===== config.mk =====
export PLATFORM = sky130hd
export DESIGN_NAME = divide
export DESIGN_NICKNAME = d
export VERILOG_FILES = /design/src/rtl/divide_pkg.sv /design/src/rtl/divide_step.sv /design/src/rtl/divide.sv
export SDC_FILE = /design/constraint.sdc
export NUM_CORES = 1
export LEC_CHECK = 0
export CAP_MARGIN = 20
export CORE_UTILIZATION = 63
export DETAILED_ROUTE_END_ITERATION = 6
export GPL_TIMING_DRIVEN = 1
export PLACE_DENSITY = 0.95
export SETUP_SLACK_MARGIN = 0.05
export SYNTH_ARGS = -nofsm -noshare
export SYNTH_HDL_FRONTEND = slang
export SYNTH_SLANG_ARGS = --single-unit
export TNS_END_PERCENT = 10

===== constraint.sdc =====
create_clock -name clk -period 11 [get_ports clk]
set_input_delay 2.2 -clock clk [delete_from_list [all_inputs] [get_ports clk]]
set_output_delay 2.2 -clock clk [all_outputs]
set_load 0.03 [all_outputs]

===== src/rtl/divide_pkg.sv =====
// Shared definitions for the iterative restoring divider: state encoding,
// default operand width and the step-counter width helper.
package divide_pkg;

    typedef enum logic [1:0] {
        IDLE = 2'd0,
        RUN  = 2'd1,
        DONE = 2'd2
    } div_state_t;

    localparam int DIV_WIDTH_DEFAULT = 32;

    function automatic int cnt_width(input int w);
        return $clog2(w) + 1;
    endfunction

endpackage


===== src/rtl/divide_step.sv =====
// One restoring-division iteration: shift {remainder, dividend} left,
// trial-subtract the divisor and shift the resulting quotient bit in.
module divide_step #(
    parameter int WIDTH = 32
) (
    input  logic [WIDTH-1:0] rem,
    input  logic [WIDTH-1:0] dvd,
    input  logic [WIDTH-1:0] dvs,
    output logic [WIDTH-1:0] rem_next,
    output logic [WIDTH-1:0] dvd_next
);

    logic [WIDTH:0] rem_wide;
    logic [WIDTH:0] diff;
    logic           borrow;

    // The partial remainder is always below the divisor, so the shifted value
    // is below twice the divisor and a successful difference fits in WIDTH bits.
    assign rem_wide = {rem, dvd[WIDTH-1]};
    assign diff     = rem_wide - {1'b0, dvs};
    assign borrow   = diff[WIDTH];
    assign rem_next = borrow ? rem_wide[WIDTH-1:0] : diff[WIDTH-1:0];
    assign dvd_next = {dvd[WIDTH-2:0], ~borrow};

endmodule


===== src/rtl/divide.sv =====
// Iterative signed/unsigned integer divider producing one quotient bit per
// clock; handshake is a level-held div_begin and a div_end result flag.
module divide
    import divide_pkg::*;
#(
    parameter int WIDTH = DIV_WIDTH_DEFAULT
) (
    input  logic             clk,
    input  logic             rst,
    input  logic             div_begin,
    input  logic             div_signed,
    input  logic [WIDTH-1:0] div_op1,
    input  logic [WIDTH-1:0] div_op2,
    output logic [WIDTH-1:0] quotient,
    output logic [WIDTH-1:0] remainder,
    output logic             div_end
);

    localparam int CNT_W = cnt_width(WIDTH);
    localparam logic [CNT_W-1:0] LAST_STEP = CNT_W'(WIDTH - 1);

    div_state_t       state_reg, state_next;
    logic [CNT_W-1:0] cnt_reg;
    logic [WIDTH-1:0] rem_reg, dvd_reg, dvs_reg, op1_reg;
    logic             signed_reg, op1_neg_reg, op2_neg_reg, zero_reg;
    logic [WIDTH-1:0] quotient_reg, remainder_reg;
    logic             div_end_reg;

    logic             op1_neg, op2_neg;
    logic [WIDTH-1:0] op1_mag, op2_mag;
    logic [WIDTH-1:0] rem_next, dvd_next;
    logic [WIDTH-1:0] q_final, r_final;

    // Magnitudes only for signed operands with the MSB set; 0x80000000 maps to
    // itself, which is correct when read as unsigned.
    assign op1_neg = div_signed & div_op1[WIDTH-1];
    assign op2_neg = div_signed & div_op2[WIDTH-1];
    assign op1_mag = op1_neg ? -div_op1 : div_op1;
    assign op2_mag = op2_neg ? -div_op2 : div_op2;

    divide_step #(.WIDTH(WIDTH)) u_step (
        .rem      (rem_reg),
        .dvd      (dvd_reg),
        .dvs      (dvs_reg),
        .rem_next (rem_next),
        .dvd_next (dvd_next)
    );

    // Divide by zero overrides the sign fix-up of both results.
    always_comb begin
        q_final = dvd_next;
        r_final = rem_next;
        if (zero_reg) begin
            q_final = '1;
            r_final = op1_reg;
        end else begin
            if (signed_reg && (op1_neg_reg ^ op2_neg_reg)) q_final = -dvd_next;
            if (signed_reg && op1_neg_reg)                 r_final = -rem_next;
        end
    end

    always_comb begin
        state_next = state_reg;
        case (state_reg)
            IDLE: if (div_begin) state_next = RUN;
            RUN: begin
                if (!div_begin)              state_next = IDLE;
                else if (cnt_reg == LAST_STEP) state_next = DONE;
            end
            DONE: if (!div_begin) state_next = IDLE;
            default: state_next = IDLE;
        endcase
    end

    always_ff @(posedge clk) begin
        if (rst) state_reg <= IDLE;
        else     state_reg <= state_next;
    end

    always_ff @(posedge clk) begin
        if (rst) begin
            cnt_reg       <= '0;
            rem_reg       <= '0;
            dvd_reg       <= '0;
            dvs_reg       <= '0;
            op1_reg       <= '0;
            signed_reg    <= 1'b0;
            op1_neg_reg   <= 1'b0;
            op2_neg_reg   <= 1'b0;
            zero_reg      <= 1'b0;
            quotient_reg  <= '0;
            remainder_reg <= '0;
            div_end_reg   <= 1'b0;
        end else begin
            case (state_reg)
                IDLE: begin
                    if (div_begin) begin
                        dvd_reg     <= op1_mag;
                        dvs_reg     <= op2_mag;
                        op1_reg     <= div_op1;
                        signed_reg  <= div_signed;
                        op1_neg_reg <= op1_neg;
                        op2_neg_reg <= op2_neg;
                        zero_reg    <= (div_op2 == '0);
                        rem_reg     <= '0;
                        cnt_reg     <= '0;
                    end
                end
                RUN: begin
                    if (div_begin) begin
                        rem_reg <= rem_next;
                        dvd_reg <= dvd_next;
                        cnt_reg <= cnt_reg + 1'b1;
                        if (cnt_reg == LAST_STEP) begin
                            quotient_reg  <= q_final;
                            remainder_reg <= r_final;
                            div_end_reg   <= 1'b1;
                        end
                    end
                end
                DONE: begin
                    if (!div_begin) div_end_reg <= 1'b0;
                end
                default: div_end_reg <= 1'b0;
            endcase
        end
    end

    assign quotient  = quotient_reg;
    assign remainder = remainder_reg;
    assign div_end   = div_end_reg;

endmodule


Word level (Yosys, flattened, before mapping). Index checks and enable logic that the tools add are counted.

Bits in registers: 205. Output and inout port bits: 65. Logic and storage cells: 67.

Add/subtract/negate cells: 6. Equality and inequality tests: 8. Multiplexer cells: 25. Bitwise logic cells: 5. Reductions and logical operators: 10.

Operators by type and width (number): 2-to-1 mux 32 bit (11); negation 32 bit (4); case mux 32 bit (2 select lines) (2); subtractor 33 x 32 -> 33 bit (1); logical NOT 32 bit (1); 2-to-1 mux 6 bit (2); case mux 6 bit (2 select lines) (1); AND reduction 3 bit (3); 2-to-1 mux 2 bit (4); inequality test 2 bit (second input constant) (4); adder 6 x 1 -> 6 bit (second input constant) (1); == test 6 x 5 -> 1 bit (second input constant) (1); case mux 2 bit (3 select lines) (1); AND reduction 4 bit (1); 2-to-1 mux 1 bit (3); inequality test 3 bit (second input constant) (1); case mux 1 bit (3 select lines) (1); bitwise AND 1 bit (2); == test 2 x 1 -> 1 bit (second input constant) (1); == test 2 bit (second input constant) (1); logical AND 1 bit (2); logical NOT 2 bit (1); NOT 1 bit (2); AND reduction 2 bit (1); 2 further kinds (2).

Logic depth before layout (Yosys ltp). Gate-level depths: netlist (run 1).

Depth after elaboration: 5. Gate-level depth with buffers: 22. Depth with buffers taken out: 20.

Cells and area by module. From an unflattened synthesis (run 1), not the netlist that was laid out.

Cell total of the unflattened synthesis: 1614. Area, all modules: 12904.9 sq um.

Modules (own cells, without submodules): divide (instances 1, cells each 1278, area an instance 10313.6 sq um, seq. area each 4103.9 sq um); divide_step (instances 1, cells each 336, area an instance 2591.2 sq um, seq. area each 0.0 sq um).

Least setup slack after synthesis (run 1). OpenSTA, ideal clock, no wires.

Path type: input -> register. Start: in div_op1[6]. End: reg dvd_reg[29]. Data arrival time: 4.433 ns. Data required time: 10.930 ns. Setup slack: 6.496 ns. Stages: 10. Path buffers: 0. Cells stage by stage: or4_1 -> nor3_1 -> nand2_1 -> nor2_1 -> nand2_1 -> or3_1 -> o31ai_1 -> xor2_1 -> a221o_1 -> a21oi_1.

Word-level cells in the longest chain between the ends: 4.

Ends and longest elaborated chain: start: declaration (line divide.sv:12) `input logic [WIDTH-1:0] div_op1,`; negation 32 bit (line divide.sv:38) `assign op1_mag = op1_neg ? -div_op1 : div_op1;`; 2-to-1 mux 32 bit (line divide.sv:38); 2-to-1 mux 32 bit (line divide.sv:97) `if (div_begin) begin`; case mux 32 bit (2 select lines) (line divide.sv:95) `case (state_reg)`; end signal: assignment (line divide.sv:98) `dvd_reg <= op1_mag;`; end signal: assignment (line divide.sv:112) `dvd_reg <= dvd_next;`; end: declaration (line divide.sv:24) `logic [WIDTH-1:0] rem_reg, dvd_reg, dvs_reg, op1_reg;`.

No other way between the ends. The select of a mux whose other input is x is not followed. A chain may end at the register's enable or synchronous reset.

Worst setup path after layout (run 1).
Start: reg dvd_reg[31]. End: reg quotient_reg[26] (netlist: quotient[26]).

Word-level cells in the longest chain between the ends: 5.

Ends and longest elaborated chain: subtractor 33 x 32 -> 33 bit (line divide_step.sv:20) `assign diff = rem_wide - {1'b0, dvs};`; NOT 1 bit (line divide_step.sv:23) `assign dvd_next = {dvd[WIDTH-2:0], ~borrow};`; negation 32 bit (line divide.sv:57) `if (signed_reg && (op1_neg_reg ^ op2_neg_reg)) q_final = -dvd_next;`; 2-to-1 mux 32 bit (line divide.sv:57); 2-to-1 mux 32 bit (line divide.sv:53) `if (zero_reg) begin`; end signal: assignment (line divide.sv:115) `quotient_reg <= q_final;`; end: declaration (line divide.sv:26) `logic [WIDTH-1:0] quotient_reg, remainder_reg;`.

No other way between the ends.

==> metrics, run 1 <==
RSZ-0062 raised after global routing false; CTS Hold Buffers Added 0; RD Place Congestion 0.991; Simple-Gate Fraction of Synth Area 20.6%; HP Class reg2reg; Worst Setup Start Kind register; number of synthesis warnings 0; drt initial violations 1889; Synth Area in Compound Gates 27.5%; largest net degree at the start of global routing 99; total CTS buffers 23; Post-DP Area 14500 um2; mux cell area share after synthesis 2.54%; top_reg_cell synth dfxtp_1; clock-pin slew on the worst setup and hold paths 60 ps; post-route insts no fill 2104; Post-CTS Resized 0; largest family of logic cells by synthesized area compound AO/OA/AOI/OAI gates; die height 147 um; total negative slack 0 ps; f_max 178 MHz; die span in x 147 um; Nets 1924; register area share after synthesis 31.1%; final period utilization 51.0%; Layout area overhead 16.1%; Initial DRT Pass Iterations 5; crit path DAT 6020 ps; Critical R2R Launch dvd_reg[31]$_SDFFE_PP0P_; CTS Sinks 205; Async SR Flop Fraction 0%; Clock Skew 27.0 ps; final core occ 75.3%; Tot Pwr 1.93 mW; Via density 6.68; Max transition margin 25.9%; core area 20400 um2; final setup violation count 0; Avg WL per Cell 20.2 um; fillcell total 1512; clk buf depth 3; Total Die Area 21500 um2; footprint of the multi-input gates 8340 um2; Syn Inst Count 1762; Crit. Startpoint dvd_reg[31]$_SDFFE_PP0P_; CP endpoint kind register; dpl cells 2061; initial antenna violation count 0; FP Rows 52; XOR/XNOR Fraction of Synth Area 8.62%; Worst Tran Pin Value 1110 ps; Worst-Skew Late Latency 540 ps; Avg Cell Area, Syn 7.49 um2; Power Dens Cells 126 nW/um2; design area 15300 um2; htree depth 1; min Tclk post-route 5610 ps; syn_nets 1868; crit path kind reg2reg; Synth Cell Area 13200 um2; CTS tree built; via count 14000; GRT Util Overall 38.7%; P_leak 5.56 nW; total wire length 42400 um; post-DP HPWL 30200 um; number of flops mapped to enable cells by yosys 0; adder-cell share of the synthesized area 3.66%; Max Slew Vio Count 0; CTS Root Cell clkbuf_16; drt drc 0; Fin. Hold Viols 0; hold path start op1_reg[3]$_SDFFE_PP0P_; highest net fanout along the worst path 47; Synth cell types 89; #FFs+latches synth 205; gr ovfl total 0; number of global-route vias before repair 12600; first-pass GRT wire length 67800 um; Peak VDD IR 146 uV; postcts setup bufs 0; Seq. cell area 4100 um2; proportion of layout cells with a drive suffix above 1 5.40%; status complete, no violations; IO Pins 133; Max Cap Viol 0; IO buf count 132; Initial Utilization 64.8%; Antenna Nets Post-Route 0; Worst Path Required 11410 ps; ant diodes 0
-- cells in the final DEF, fill, tap and decap left out, types with 22 or more instances in the layout --
cell and instances:
mux2i_1 22, o31ai_1 27, clkbuf_16 23, nand2_1 207
nor3_1 38, or3_1 24, a31oi_1 27, xnor2_1 72
clkdlybuf4s50_1 131, a211oi_1 43, a21oi_1 200, a221oi_1 30
nand3_1 29, ha_1 37, nor2_1 186, inv_1 82
o21ai_0 111, xor2_1 58, dfxtp_1 205
-- through the flow --
step | setup slack, ps | hold slack, ps
after floorplan | 6500 | 431
after global placement | 5670 | 440
after detailed placement | 5550 | 446
after CTS | 5570 | 455
after global routing | 4970 | 477
final | 5390 | 457
-- critical path: stages (launching register included) --
cell	delay (ps)
dfxtp_1	330
inv_1	60
ha_1	150
inv_1	50
fa_1	410
nand3_1	120
a21oi_1	120
o211ai_1	380
a211oi_2	170
nor3_2	470
nor2_4	30
buf_4	320
inv_2	590
ha_1	300
nand3_1	190
nor4_1	740
and2_1	410
a21oi_1	190
a21oi_1	200
xnor2_1	140
a21oi_1	80
-- cell usage after synthesis (4+ instances only) --
master / n / area, um2
buf_2: 14 / 70.1
a221oi_1: 30 / 263
a31oi_1: 27 / 169
nor3_1: 38 / 190
or3_1: 24 / 150
a211oi_1: 43 / 323
or4_1: 13 / 97.6
o31a_1: 6 / 52.6
a21oi_1: 200 / 1000
nand2b_1: 7 / 43.8
mux2_2: 9 / 101
o211ai_1: 19 / 143
inv_1: 82 / 308
a21o_1: 7 / 52.6
a41oi_1: 7 / 61.3
nand3_1: 29 / 145
a22oi_1: 12 / 90.1
nor3b_1: 7 / 52.6
a311oi_1: 8 / 70.1
nor4_1: 11 / 68.8
nor2b_1: 5 / 31.3
o21ai_1: 6 / 30.0
nor2_1: 189 / 709
and2_1: 19 / 119
a21boi_0: 4 / 30.0
or2_2: 7 / 43.8
nand2_1: 207 / 777
clkbuf_1: 84 / 315
o21bai_1: 5 / 37.5
mux2i_1: 22 / 220
xnor2_1: 72 / 631
o21a_1: 5 / 37.5
ha_1: 37 / 463
dfxtp_1: 205 / 4100
nand4_1: 16 / 100
o41ai_1: 7 / 61.3
xor2_1: 58 / 508
o31ai_1: 27 / 203
o21ai_0: 111 / 556
buf_1: 9 / 33.8
-- cell type report --
| type | instances | area share [%] |
|---|---|---|
| multi-input cells | 1360 | 54.4 |
| flip-flops and latches | 205 | 26.8 |
| repair buffers | 144 | 9.35 |
| clock buffers | 35 | 4.57 |
| well taps | 270 | 2.20 |
| inverters | 84 | 2.06 |
| clock inverters | 6 | 0.637 |
-- routing by layer --
| metal | share of wire [%] | GRT usage (%) | vias up |
|---|---|---|---|
| li1 | - | - | 6423 |
| met5 | 0 | 0 | - |
| met3 | 11 | 4.84 | 160 |
| met1 | 41 | 54.9 | 6500 |
| met4 | 3.7 | 12.9 | 0 |
| met2 | 44 | 60.6 | 965 |
-- cell families after synthesis --
| group | after synthesis |
|---|---|
| xor+xnor | 130 |
| buf+inv | 197 |
| simple gates | 595 |
| flops | 205 |
| compound gates | 565 |
| mux | 32 |
| fa+ha+maj | 38 |
-- report_power, final --
part	switching, mW	leakage [nW]	internal, mW	total [mW]
Clock	0.325	0.392	0.488	0.813
Combinational	0.208	3.49	0.117	0.326
Sequential	0.0196	1.67	0.769	0.788
Total	0.553	5.56	1.37	1.93
-- worst paths after layout --
path / to / slack, ps / cells after the start
setup / recovery: quotient[26]$_SDFFE_PP0P_ / 5390 / 20
hold / removal: op1_reg[3]$_SDFFE_PP0P_ / 460 / 2
setup reg to reg: quotient[26]$_SDFFE_PP0P_ / 5390 / 20
hold reg to reg: op1_reg[3]$_SDFFE_PP0P_ / 460 / 2
(Power assumes the default switching activity.)
==> inputs of run 2 (changes only) <==
- CORE_UTILIZATION: 63 -> 58
- PLACE_DENSITY: 0.95 -> 0.9
- clock period: 11 -> 5.42 ns (I/O delays scaled with it)
==> metrics, run 2 (synthesized netlist as in run 1, its figures left out) <==
status complete, no violations; CTS tree built; initial antenna violation count 1; Worst Setup Start Kind register; core area 22100 um2; f_max 209 MHz; CTS Sinks 205; Clock Skew 19.5 ps; Post-DP Area 14600 um2; clock share of power 42.1%; final setup violation count 0; fillcell total 1804; Max Cap Viol 0; via count 13900; RD Place Congestion 1.01; Nets 1934; hold worst-path end op1_reg[2]$_SDFFE_PP0P_; commonest non-fill, non-tap cell in the layout nand2_1; Critical R2R Launch rem_reg[14]$_SDFFE_PP0P_; Post-CTS Resized 0; Peak VDD IR 170 uV; GRT Util Overall 36.9%; Reg2Reg Depth 16; Power Dens Cells 254 nW/um2; Flop pwr share 40.9%; design area 15400 um2; CP endpoint kind register; total negative slack 0 ps; min Tclk post-route 4790 ps; Worst-Skew Late Latency 540 ps; postcts setup bufs 0; drt initial violations 1874; r2r endpoint remainder[8]$_SDFFE_PP0P_; gr ovfl total 0; highest net fanout along the worst path 23; largest net degree at the start of global routing 87; crit path kind reg2reg; die span in x 153 um; Min-Delay Path Depth 2; footprint of the multi-input gates 8340 um2; proportion of layout cells with a drive suffix above 1 5.96%; Fin. Hold Viols 0; Hold Slack 458 ps; M3 GR Usage 7.06%; first-pass GRT wire length 69800 um; Layout area overhead 16.7%; crit path DAT 5220 ps; Worst Tran Pin Value 915 ps; Comb power frac 17.0%; Initial Utilization 59.8%; Internal 2.76 mW; P_leak 5.60 nW; total wire length 43800 um; IO buf count 132; dpl cells 2080; Avg WL per Cell 20.6 um; busiest layer in global routing met2; total CTS buffers 24; clk buf depth 3; Psw 1.16 mW; die height 153 um; GR met1 Demand/Resource 50.8%; most frequent cells in the layout nand2_1 (207), dfxtp_1 (205), a21oi_1 (200), nor2_1 (186), clkdlybuf4s50_1 (131); CTS Hold Buffers Added 0; RSZ-0062 raised after global routing false; hold path start op1_reg[2]$_SDFFE_PP0P_; Seq. cell area 4100 um2; ant diodes 0; Global Route met2 Usage 56.9%; IO Pins 133; drt drc 0; Total Die Area 23400 um2; Max Slew Vio Count 0; FP Rows 54; clock-pin slew on the worst setup and hold paths 60 ps; CTS Root Cell clkbuf_16; reg-to-reg setup timing slack 630 ps; Via density 6.55; post-route insts no fill 2126; Max transition margin 39.0%; HP Class reg2reg; final period utilization 88.3%; htree depth 1; Antenna Nets Post-Route 0; post-DP HPWL 31600 um; sw frac 29.6%; Worst Path Required 5850 ps; number of global-route vias before repair 13100; Initial DRT Pass Iterations 6
## run 2: cell count changes in the layout (fill, tap and decap cells not counted), sizes merged
cell | previous run | this run
clkinv | 3 | 9
clkbuf | 35 | 32
inv | 84 | 83
buf | 13 | 22
clkinvlp | 1 | 2
## run 2: worst max-delay path by stage
stage | slack (ps) | start | to
4_1_cts | 750 | dvd_reg[31]$_SDFFE_PP0P_ | remainder[8]$_SDFFE_PP0P_
3_5_place_dp | 900 | rem_reg[24]$_SDFFE_PP0P_ | remainder[8]$_SDFFE_PP0P_
2_1_floorplan | 1290 | dvd_reg[31]$_SDFFE_PP0P_ | quotient[26]$_SDFFE_PP0P_
3_3_place_gp | 910 | rem_reg[26]$_SDFFE_PP0P_ | quotient[31]$_SDFFE_PP0P_
6_report | 630 | rem_reg[14]$_SDFFE_PP0P_ | remainder[8]$_SDFFE_PP0P_
5_1_grt | 320 | dvd_reg[31]$_SDFFE_PP0P_ | remainder[24]$_SDFFE_PP0P_
## run 2: power groups by stage
stage               registers [mW]  logic, mW  clock network [mW]
finish                        1.60      0.668                1.65
floorplan                     1.62      0.441                   0
detailed placement            1.63      0.642                   0
global placement              1.63      0.627                   0
CTS                           1.60      0.647                1.64
global route                  1.61      0.725                1.71
## run 2: layout make-up
cell class,instances,area share [%]
clock inverters,12,0.869
repair buffers,153,9.72
flip-flops and latches,205,26.6
well taps,280,2.27
clock buffers,32,4.29
inverters,84,2.05
multi-input cells,1360,54.2
## run 2: worst max-delay path: stages (launching register included)
cell and delay, ps:
dfxtp_1 370, ha_1 440, nand2_1 150, nor2_1 320, o211ai_1 280, a211oi_2 410, nor3_2 170, nor2_4 240
buf_4 390, mux2i_1 360, ha_1 270, nand3_1 110, mux2_2 370, o21ai_0 230, xnor2_1 160, nand2_1 100
a311oi_1 320
## run 2: per-layer routing
layer,up-vias,wire [um]
li1,6454,-
met1,6506,17900
met2,845,19200
met3,125,5160
met4,2,1480
met5,-,13
## run 2: metrics by stage
stage | total power [mW] | setup WS (ps) | util (%)
5_1_grt | 4.04 | 319 | 69.7
4_1_cts | 3.89 | 752 | 69.6
3_3_place_gp | 2.26 | 909 | 66.0
3_5_place_dp | 2.27 | 896 | 66.0
2_1_floorplan | 2.06 | 1290 | -
6_report | 3.92 | 634 | 69.7
